**config.mk**
```make
export PLATFORM = sky130hd
export DESIGN_NAME = vga_timing_gen
export DESIGN_NICKNAME = d
export VERILOG_FILES = /design/src/rtl/vga_timing_pkg.sv /design/src/rtl/vga_timing_gen_raster_counter.sv /design/src/rtl/vga_timing_gen.sv
export SDC_FILE = /design/constraint.sdc
export NUM_CORES = 1
export LEC_CHECK = 0
export CAP_MARGIN = 25
export CORE_AREA = 2 2 84 86
export CTS_BUF_LIST = sky130_fd_sc_hd__clkbuf_16
export CTS_CLUSTER_SIZE = 8
export DETAILED_ROUTE_END_ITERATION = 10
export DIE_AREA = 0 0 86 88
export PLACE_DENSITY = 0.92
export SLEW_MARGIN = 30
export SYNTH_ARGS = -nofsm -noshare
export SYNTH_HDL_FRONTEND = slang
export SYNTH_HIERARCHICAL = 1
export SYNTH_SLANG_ARGS = --single-unit
```
**constraint.sdc**
```tcl
create_clock -name PxClock -period 5 [get_ports PxClock]
set_input_delay 1.25 -clock PxClock [delete_from_list [all_inputs] [get_ports PxClock]]
set_output_delay 1.25 -clock PxClock [all_outputs]
set_load 0.05 [all_outputs]
```
**src/rtl/vga_timing_pkg.sv**
```systemverilog
// ---------------------------------------------------------------------------
// vga_timing_pkg
//   Shared raster timing description for the VGA timing generator.
//   timing_t  : one axis of a raster (active, front porch, sync, back porch)
//   total()   : full period of one axis in pixels or lines
//   VGA_640x480_H / VGA_640x480_V : standard 640x480@60 axis timings
// ---------------------------------------------------------------------------
package vga_timing_pkg;

    typedef struct packed {
        int active;
        int fp;
        int sync;
        int bp;
    } timing_t;

    localparam timing_t VGA_640x480_H = '{active: 640, fp: 16, sync: 96, bp: 48};
    localparam timing_t VGA_640x480_V = '{active: 480, fp: 10, sync: 2,  bp: 33};

    function automatic int total(timing_t t);
        return t.active + t.fp + t.sync + t.bp;
    endfunction

endpackage

```
**src/rtl/vga_timing_gen_raster_counter.sv**
```systemverilog
// ---------------------------------------------------------------------------
// raster_counter
//   Column/row position pair walking a COL_TOTAL x ROW_TOTAL raster.
//   While enable is low the next position is the load value (LOAD_COL,
//   LOAD_ROW); reset also returns to the load value.
//   Ports:
//     PxClock   in   pixel clock, rising edge
//     Reset     in   asynchronous, active-high
//     enable    in   1: advance one position per clock, 0: (re)load
//     col_next  out  next column, right-shifted by SHIFT
//     row_next  out  next row, right-shifted by SHIFT
//   The outputs are the position the counter moves to on the coming edge,
//   so the parent can register decoded values in step with the counter.
// ---------------------------------------------------------------------------
module raster_counter #(
    parameter int CNT_W     = 10,
    parameter int COL_TOTAL = 800,
    parameter int ROW_TOTAL = 525,
    parameter int LOAD_COL  = 0,
    parameter int LOAD_ROW  = 0,
    parameter int SHIFT     = 0
) (
    input  logic                     PxClock,
    input  logic                     Reset,
    input  logic                     enable,
    output logic [CNT_W-SHIFT-1:0]   col_next,
    output logic [CNT_W-SHIFT-1:0]   row_next
);

    localparam logic [CNT_W-1:0] COL_LAST  = CNT_W'(COL_TOTAL - 1);
    localparam logic [CNT_W-1:0] ROW_LAST  = CNT_W'(ROW_TOTAL - 1);
    localparam logic [CNT_W-1:0] COL_LOAD  = CNT_W'(LOAD_COL);
    localparam logic [CNT_W-1:0] ROW_LOAD  = CNT_W'(LOAD_ROW);

    logic [CNT_W-1:0] col_reg, row_reg;
    logic [CNT_W-1:0] col_full_next, row_full_next;

    always_comb begin
        col_full_next = COL_LOAD;
        row_full_next = ROW_LOAD;
        if (enable) begin
            if (col_reg == COL_LAST) begin
                col_full_next = '0;
                row_full_next = (row_reg == ROW_LAST) ? '0 : row_reg + CNT_W'(1);
            end else begin
                col_full_next = col_reg + CNT_W'(1);
                row_full_next = row_reg;
            end
        end
    end

    always_ff @(posedge PxClock or posedge Reset) begin
        if (Reset) begin
            col_reg <= COL_LOAD;
            row_reg <= ROW_LOAD;
        end else begin
            col_reg <= col_full_next;
            row_reg <= row_full_next;
        end
    end

    assign col_next = col_full_next[CNT_W-1:SHIFT];
    assign row_next = row_full_next[CNT_W-1:SHIFT];

endmodule

```
**src/rtl/vga_timing_gen.sv**
```systemverilog
// ---------------------------------------------------------------------------
// vga_timing_gen
//   Parametrised raster timing generator with sync/blank decode, NMI and
//   frame-swap strobes, frame counter and a prefetch framebuffer address.
//   Ports:
//     PxClock      in   pixel clock
//     Reset        in   asynchronous, active-high
//     Enable       in   0: counters held at (0,0), strobes suppressed
//     Col, Row     out  current raster position
//     HSync/VSync  out  sync levels (polarity HS_POL / VS_POL)
//     HBlank/VBlank out blanking flags
//     DispEn       out  visible pixel and Enable
//     LineEnd      out  pulse on the last column of every line
//     VBlankStart  out  pulse at (0, V_ACTIVE)
//     FrameCount   out  frame counter, modulo 2^FC_W
//     FetchAddr    out  {FRow>>SCALE, FCol>>SCALE}, PREFETCH pixels ahead
//   Every output is registered from the counters' next position, so all of
//   them line up with Col/Row in the same cycle.
// ---------------------------------------------------------------------------
module vga_timing_gen
    import vga_timing_pkg::*;
#(
    parameter int H_ACTIVE = VGA_640x480_H.active,
    parameter int H_FP     = VGA_640x480_H.fp,
    parameter int H_SYNC   = VGA_640x480_H.sync,
    parameter int H_BP     = VGA_640x480_H.bp,
    parameter int V_ACTIVE = VGA_640x480_V.active,
    parameter int V_FP     = VGA_640x480_V.fp,
    parameter int V_SYNC   = VGA_640x480_V.sync,
    parameter int V_BP     = VGA_640x480_V.bp,
    parameter bit HS_POL   = 1'b0,
    parameter bit VS_POL   = 1'b0,
    parameter int SCALE    = 2,
    parameter int PREFETCH = 2,
    parameter int CNT_W    = 10,
    parameter int FC_W     = 8
) (
    input  logic                         PxClock,
    input  logic                         Reset,
    input  logic                         Enable,
    output logic [CNT_W-1:0]             Col,
    output logic [CNT_W-1:0]             Row,
    output logic                         HSync,
    output logic                         VSync,
    output logic                         HBlank,
    output logic                         VBlank,
    output logic                         DispEn,
    output logic                         LineEnd,
    output logic                         VBlankStart,
    output logic [FC_W-1:0]              FrameCount,
    output logic [2*CNT_W-2*SCALE-1:0]   FetchAddr
);

    localparam timing_t H_TIM   = '{active: H_ACTIVE, fp: H_FP, sync: H_SYNC, bp: H_BP};
    localparam timing_t V_TIM   = '{active: V_ACTIVE, fp: V_FP, sync: V_SYNC, bp: V_BP};
    localparam int      H_TOTAL = total(H_TIM);
    localparam int      V_TOTAL = total(V_TIM);
    localparam int      AW      = 2*CNT_W - 2*SCALE;

    // Decode thresholds carry one extra bit so a range ending exactly at
    // 2^CNT_W still compares correctly.
    localparam logic [CNT_W:0]   H_ACT_X    = (CNT_W+1)'(H_ACTIVE);
    localparam logic [CNT_W:0]   HS_START_X = (CNT_W+1)'(H_ACTIVE + H_FP);
    localparam logic [CNT_W:0]   HS_END_X   = (CNT_W+1)'(H_ACTIVE + H_FP + H_SYNC);
    localparam logic [CNT_W:0]   V_ACT_X    = (CNT_W+1)'(V_ACTIVE);
    localparam logic [CNT_W:0]   VS_START_X = (CNT_W+1)'(V_ACTIVE + V_FP);
    localparam logic [CNT_W:0]   VS_END_X   = (CNT_W+1)'(V_ACTIVE + V_FP + V_SYNC);
    localparam logic [CNT_W:0]   H_LAST_X   = (CNT_W+1)'(H_TOTAL - 1);
    localparam logic [CNT_W-1:0] H_LAST     = CNT_W'(H_TOTAL - 1);
    localparam logic [CNT_W-1:0] V_LAST     = CNT_W'(V_TOTAL - 1);
    localparam logic [AW-1:0]    FETCH_RST  = AW'(PREFETCH >> SCALE);

    if (PREFETCH < 0 || PREFETCH >= H_TOTAL - H_ACTIVE ||
        H_TOTAL > 2**CNT_W || V_TOTAL > 2**CNT_W || SCALE >= CNT_W) begin : g_param_check
        $error("vga_timing_gen: PREFETCH must be below the horizontal blank width and totals must fit CNT_W");
    end

    logic [CNT_W-1:0]       col_next, row_next;
    logic [CNT_W-SCALE-1:0] fcol_next, frow_next;
    logic [CNT_W:0]         col_ext, row_ext;

    logic [CNT_W-1:0]       col_reg, row_reg;
    logic                   hsync_reg, vsync_reg, hblank_reg, vblank_reg;
    logic                   disp_en_reg, line_end_reg, vblank_start_reg;
    logic [FC_W-1:0]        frame_count_reg;
    logic [AW-1:0]          fetch_addr_reg;

    logic                   hsync_next, vsync_next, hblank_next, vblank_next;
    logic                   disp_en_next, line_end_next, vblank_start_next;
    logic                   frame_wrap;

    raster_counter #(
        .CNT_W(CNT_W), .COL_TOTAL(H_TOTAL), .ROW_TOTAL(V_TOTAL),
        .LOAD_COL(0), .LOAD_ROW(0), .SHIFT(0)
    ) u_display_cnt (
        .PxClock (PxClock),
        .Reset   (Reset),
        .enable  (Enable),
        .col_next(col_next),
        .row_next(row_next)
    );

    // Fetch counters run the same raster offset by PREFETCH pixels; the
    // offset survives line and frame wraps because both pairs wrap alike.
    raster_counter #(
        .CNT_W(CNT_W), .COL_TOTAL(H_TOTAL), .ROW_TOTAL(V_TOTAL),
        .LOAD_COL(PREFETCH), .LOAD_ROW(0), .SHIFT(SCALE)
    ) u_fetch_cnt (
        .PxClock (PxClock),
        .Reset   (Reset),
        .enable  (Enable),
        .col_next(fcol_next),
        .row_next(frow_next)
    );

    assign col_ext = {1'b0, col_next};
    assign row_ext = {1'b0, row_next};

    always_comb begin
        hsync_next        = (Enable && col_ext >= HS_START_X && col_ext < HS_END_X) ? HS_POL : ~HS_POL;
        // Row only changes together with Col returning to 0, so VSync
        // follows whole lines without extra qualification.
        vsync_next        = (Enable && row_ext >= VS_START_X && row_ext < VS_END_X) ? VS_POL : ~VS_POL;
        hblank_next       = (col_ext >= H_ACT_X);
        vblank_next       = (row_ext >= V_ACT_X);
        disp_en_next      = Enable && !hblank_next && !vblank_next;
        line_end_next     = Enable && (col_ext == H_LAST_X);
        vblank_start_next = Enable && (col_next == '0) && (row_ext == V_ACT_X);
        frame_wrap        = Enable && (col_reg == H_LAST) && (row_reg == V_LAST);
    end

    always_ff @(posedge PxClock or posedge Reset) begin
        if (Reset) begin
            col_reg          <= '0;
            row_reg          <= '0;
            hsync_reg        <= ~HS_POL;
            vsync_reg        <= ~VS_POL;
            hblank_reg       <= 1'b0;
            vblank_reg       <= 1'b0;
            disp_en_reg      <= 1'b0;
            line_end_reg     <= 1'b0;
            vblank_start_reg <= 1'b0;
            frame_count_reg  <= '0;
            fetch_addr_reg   <= FETCH_RST;
        end else begin
            col_reg          <= col_next;
            row_reg          <= row_next;
            hsync_reg        <= hsync_next;
            vsync_reg        <= vsync_next;
            hblank_reg       <= hblank_next;
            vblank_reg       <= vblank_next;
            disp_en_reg      <= disp_en_next;
            line_end_reg     <= line_end_next;
            vblank_start_reg <= vblank_start_next;
            fetch_addr_reg   <= {frow_next, fcol_next};
            if (frame_wrap) begin
                frame_count_reg <= frame_count_reg + FC_W'(1);
            end
        end
    end

    assign Col         = col_reg;
    assign Row         = row_reg;
    assign HSync       = hsync_reg;
    assign VSync       = vsync_reg;
    assign HBlank      = hblank_reg;
    assign VBlank      = vblank_reg;
    assign DispEn      = disp_en_reg;
    assign LineEnd     = line_end_reg;
    assign VBlankStart = vblank_start_reg;
    assign FrameCount  = frame_count_reg;
    assign FetchAddr   = fetch_addr_reg;

endmodule
```
==> flow_summary.ini <==
[cells_and_area]
syn2layout_area_growth_pct = 20.8
drive_gt1_frac = 0.0821
final_cells = 470
antenna_cells = 0
final_common_cell = dfrtp_1
nNetsFinal = 395
largest_reg_flops = 16
mostFrequentLayoutCells = 88 x dfrtp_1, 53 x clkdlybuf4s50_1, 24 x nor2_1

[pwr]
p_sw_mw = 0.322
totalPowerFinal_mw = 1.52
power.density_nw_per_um2 = 323
p_comb_frac = 0.040
seq_power_share = 0.497
ir_drop_mv = 0.201
p_clk_frac = 0.463
p_leak_nw = 2.06
swShare = 0.213
p_int_mw = 1.19

[global_route]
gr-usage-met1 = 0.296
grt-ovfl-total = 0
antenna_found_initial = 0
met3_usage = 0.0396
grt_first_pass_wirelength_um = 13500
grt_max_degree = 52
grt_util_met2 = 0.397
busiest_layer = met2
grt.total_usage = 0.233
grt_pass1_vias = 2831

[worst_setup_path]
path_class = reg2reg
critical_path_required_ps = 5250
reg2reg_depth = 8
timing.rr.start = u_display_cnt/col_reg[0]
cp-startpoint = u_display_cnt/col_reg[0]
setup.worst_path.end = VSync
worst_setup_path_start_kind = flop
crit_path_end_kind = flop
cp_max_fo = 14
reg2reg_to = VSync
r2r_slack_ps = 1460
worstPathArrival_ps = 3800

[route]
vias = 2838
wirelength_um = 8180
dr.first_iter.drc_count = 222
viasPerCell = 6.04
drc = 0
wl_per_cell_um = 17.4
drtPass1Iterations = 6
ant_nets = 0

[sta]
worst_pin_slew_ps = 800
period_needed_ps = 3540
report.final.setup_viol = 0
rsz0062_at_grt = no
hold_viol_final = 0
setup_ws_ps = 1460
finClkSkew_ps = 6.17
fmax_mhz = 282
slew_headroom = 0.466
slew_violations = 0
timing.final.crit_share = 0.709
tns_ps = 0

[clocking]
cts_setup_buffers = 0
clkTransAtPathRegs_ps = 60
cts_tree = built
clockBufferDepth = 2
h-tree-depth = 3
clk_latency_ps = 340
cts.sinks = 91
cts-resized-gates = 0
cts-buffers-inserted = 9
cts_root_buffer = clkbuf_16
postCtsHoldBufs = 0

[status]
status = finished, final reports clean

[synthesis]
syn_inst = 341
synth_ff_type = dfrtp_1
syn_area_um2 = 3880
ys_async_sr_fraction = 1.00
ys_warn_count = 6
yosys.cell_types.count = 42
syn_nets = 351
synth-seq-cells = 91
ys_seq_area_frac = 0.587
synth.avg_cell_area_um2 = 11.4
synth-edff-count = 0

[placed_design]
hpwlAfterDp_um = 5410
placed_cells = 454
portBuffers = 53
place_ws_ps = 1360
place_congestion = 0.929

[floorplan]
core.rowCount = 30
initial_core_util = 0.585
ios = 54
die_h_um = 88
die_area_um2 = 7570
core-area_um2 = 6640
die_w_um = 86

[job]
cap_violations = 0

[hold_path]
hold_path.class = reg2reg
==> metal layers <==
metal,routed length (um),share of wire,vias to the layer above
met1,3280,0.40,1391
met3,510,0.062,29
met5,0,0,-
met2,4190,0.51,134
met4,189,0.023,0
li1,-,-,1284
==> synth_stat cells (2+ instances only) <==
library cell	n	area share
or4_1	10	0.019
nor4_2	3	0.0097
buf_4	16	0.031
o21ai_0	7	0.0090
xor2_1	13	0.029
dfstp_2	3	0.020
or3_4	2	0.0058
nand3_1	23	0.030
nand4_1	15	0.024
a21oi_1	6	0.0077
and4bb_2	3	0.0097
clkbuf_1	3	0.0029
nor2_1	24	0.023
nand2_1	22	0.021
nor3_1	11	0.014
ha_1	7	0.023
or3_1	5	0.0081
dfrtp_1	88	0.57
o31ai_1	4	0.0077
nor4_1	12	0.019
xnor2_1	18	0.041
mux2i_1	2	0.0052
buf_2	2	0.0026
and2_1	7	0.011
inv_1	15	0.014
and4_1	4	0.0090
==> final cells by class <==
class / instances / area (um2)
Multi-Input combinational cell: 214 / 1410
Timing Repair Buffer: 54 / 538
Tap cell: 80 / 100
Clock inverter: 7 / 85.1
Clock buffer: 9 / 225
Inverter: 15 / 58.8
Fill cell: 466 / 1950
Sequential cell: 91 / 2280
==> power groups by stage <==
| stage | Sequential (mW) | Combinational (mW) | Clock (mW) |
|---|---|---|---|
| after detailed placement | 0.767 | 0.0617 | 0 |
| after global routing | 0.754 | 0.0686 | 0.741 |
| final | 0.753 | 0.0611 | 0.701 |
| after CTS | 0.753 | 0.0624 | 0.710 |
| after global placement | 0.766 | 0.0602 | 0 |
| after floorplan | 0.779 | 0.0288 | 0 |
==> cells by family (layout without fill, tap and decap cells) <==
family	count (synthesis)	in the layout	share of synthesized area
DFF	91	91	0.587
adders and majority gates	7	7	0.0225
xor gates and xnor gates	31	31	0.0699
buffers and inverters	36	85	0.0509
AOI/OAI and AO/OA	23	23	0.0364
muxes	3	3	0.00805
and+or+nand+nor	150	150	0.225
==> per-stage QoR <==
step           hold slack [ps]  utilization  area (um2)
3_5_place_dp               483        0.660        4380
5_1_grt                    511        0.707        4690
2_1_floorplan              453            -        3880
3_3_place_gp               456        0.660        4380
6_report                   489        0.707        4690
4_1_cts                    493        0.707        4690
==> worst max-delay path: stages (launching register included) <==
cell and delay (ps):
dfrtp_1 400, ha_1 260, nand4_1 230, or3_4 530
or4_1 550, a21oi_1 320, nand4_1 210, or4_1 460
or4_1 490
==> how the worst min path moves through the flow <==
stage / cells after the start / from / end
global route: 1 / FrameCount[7] / FrameCount[7]
CTS: 1 / FrameCount[6] / FrameCount[6]
detailed placement: 1 / FrameCount[6] / FrameCount[6]
global placement: 1 / FrameCount[7] / FrameCount[7]
finish: 1 / FrameCount[6] / FrameCount[6]
floorplan: 1 / u_fetch_cnt/col_reg[0] / u_fetch_cnt/col_reg[0]
No activity file was read; power rests on OpenSTA's default activity.
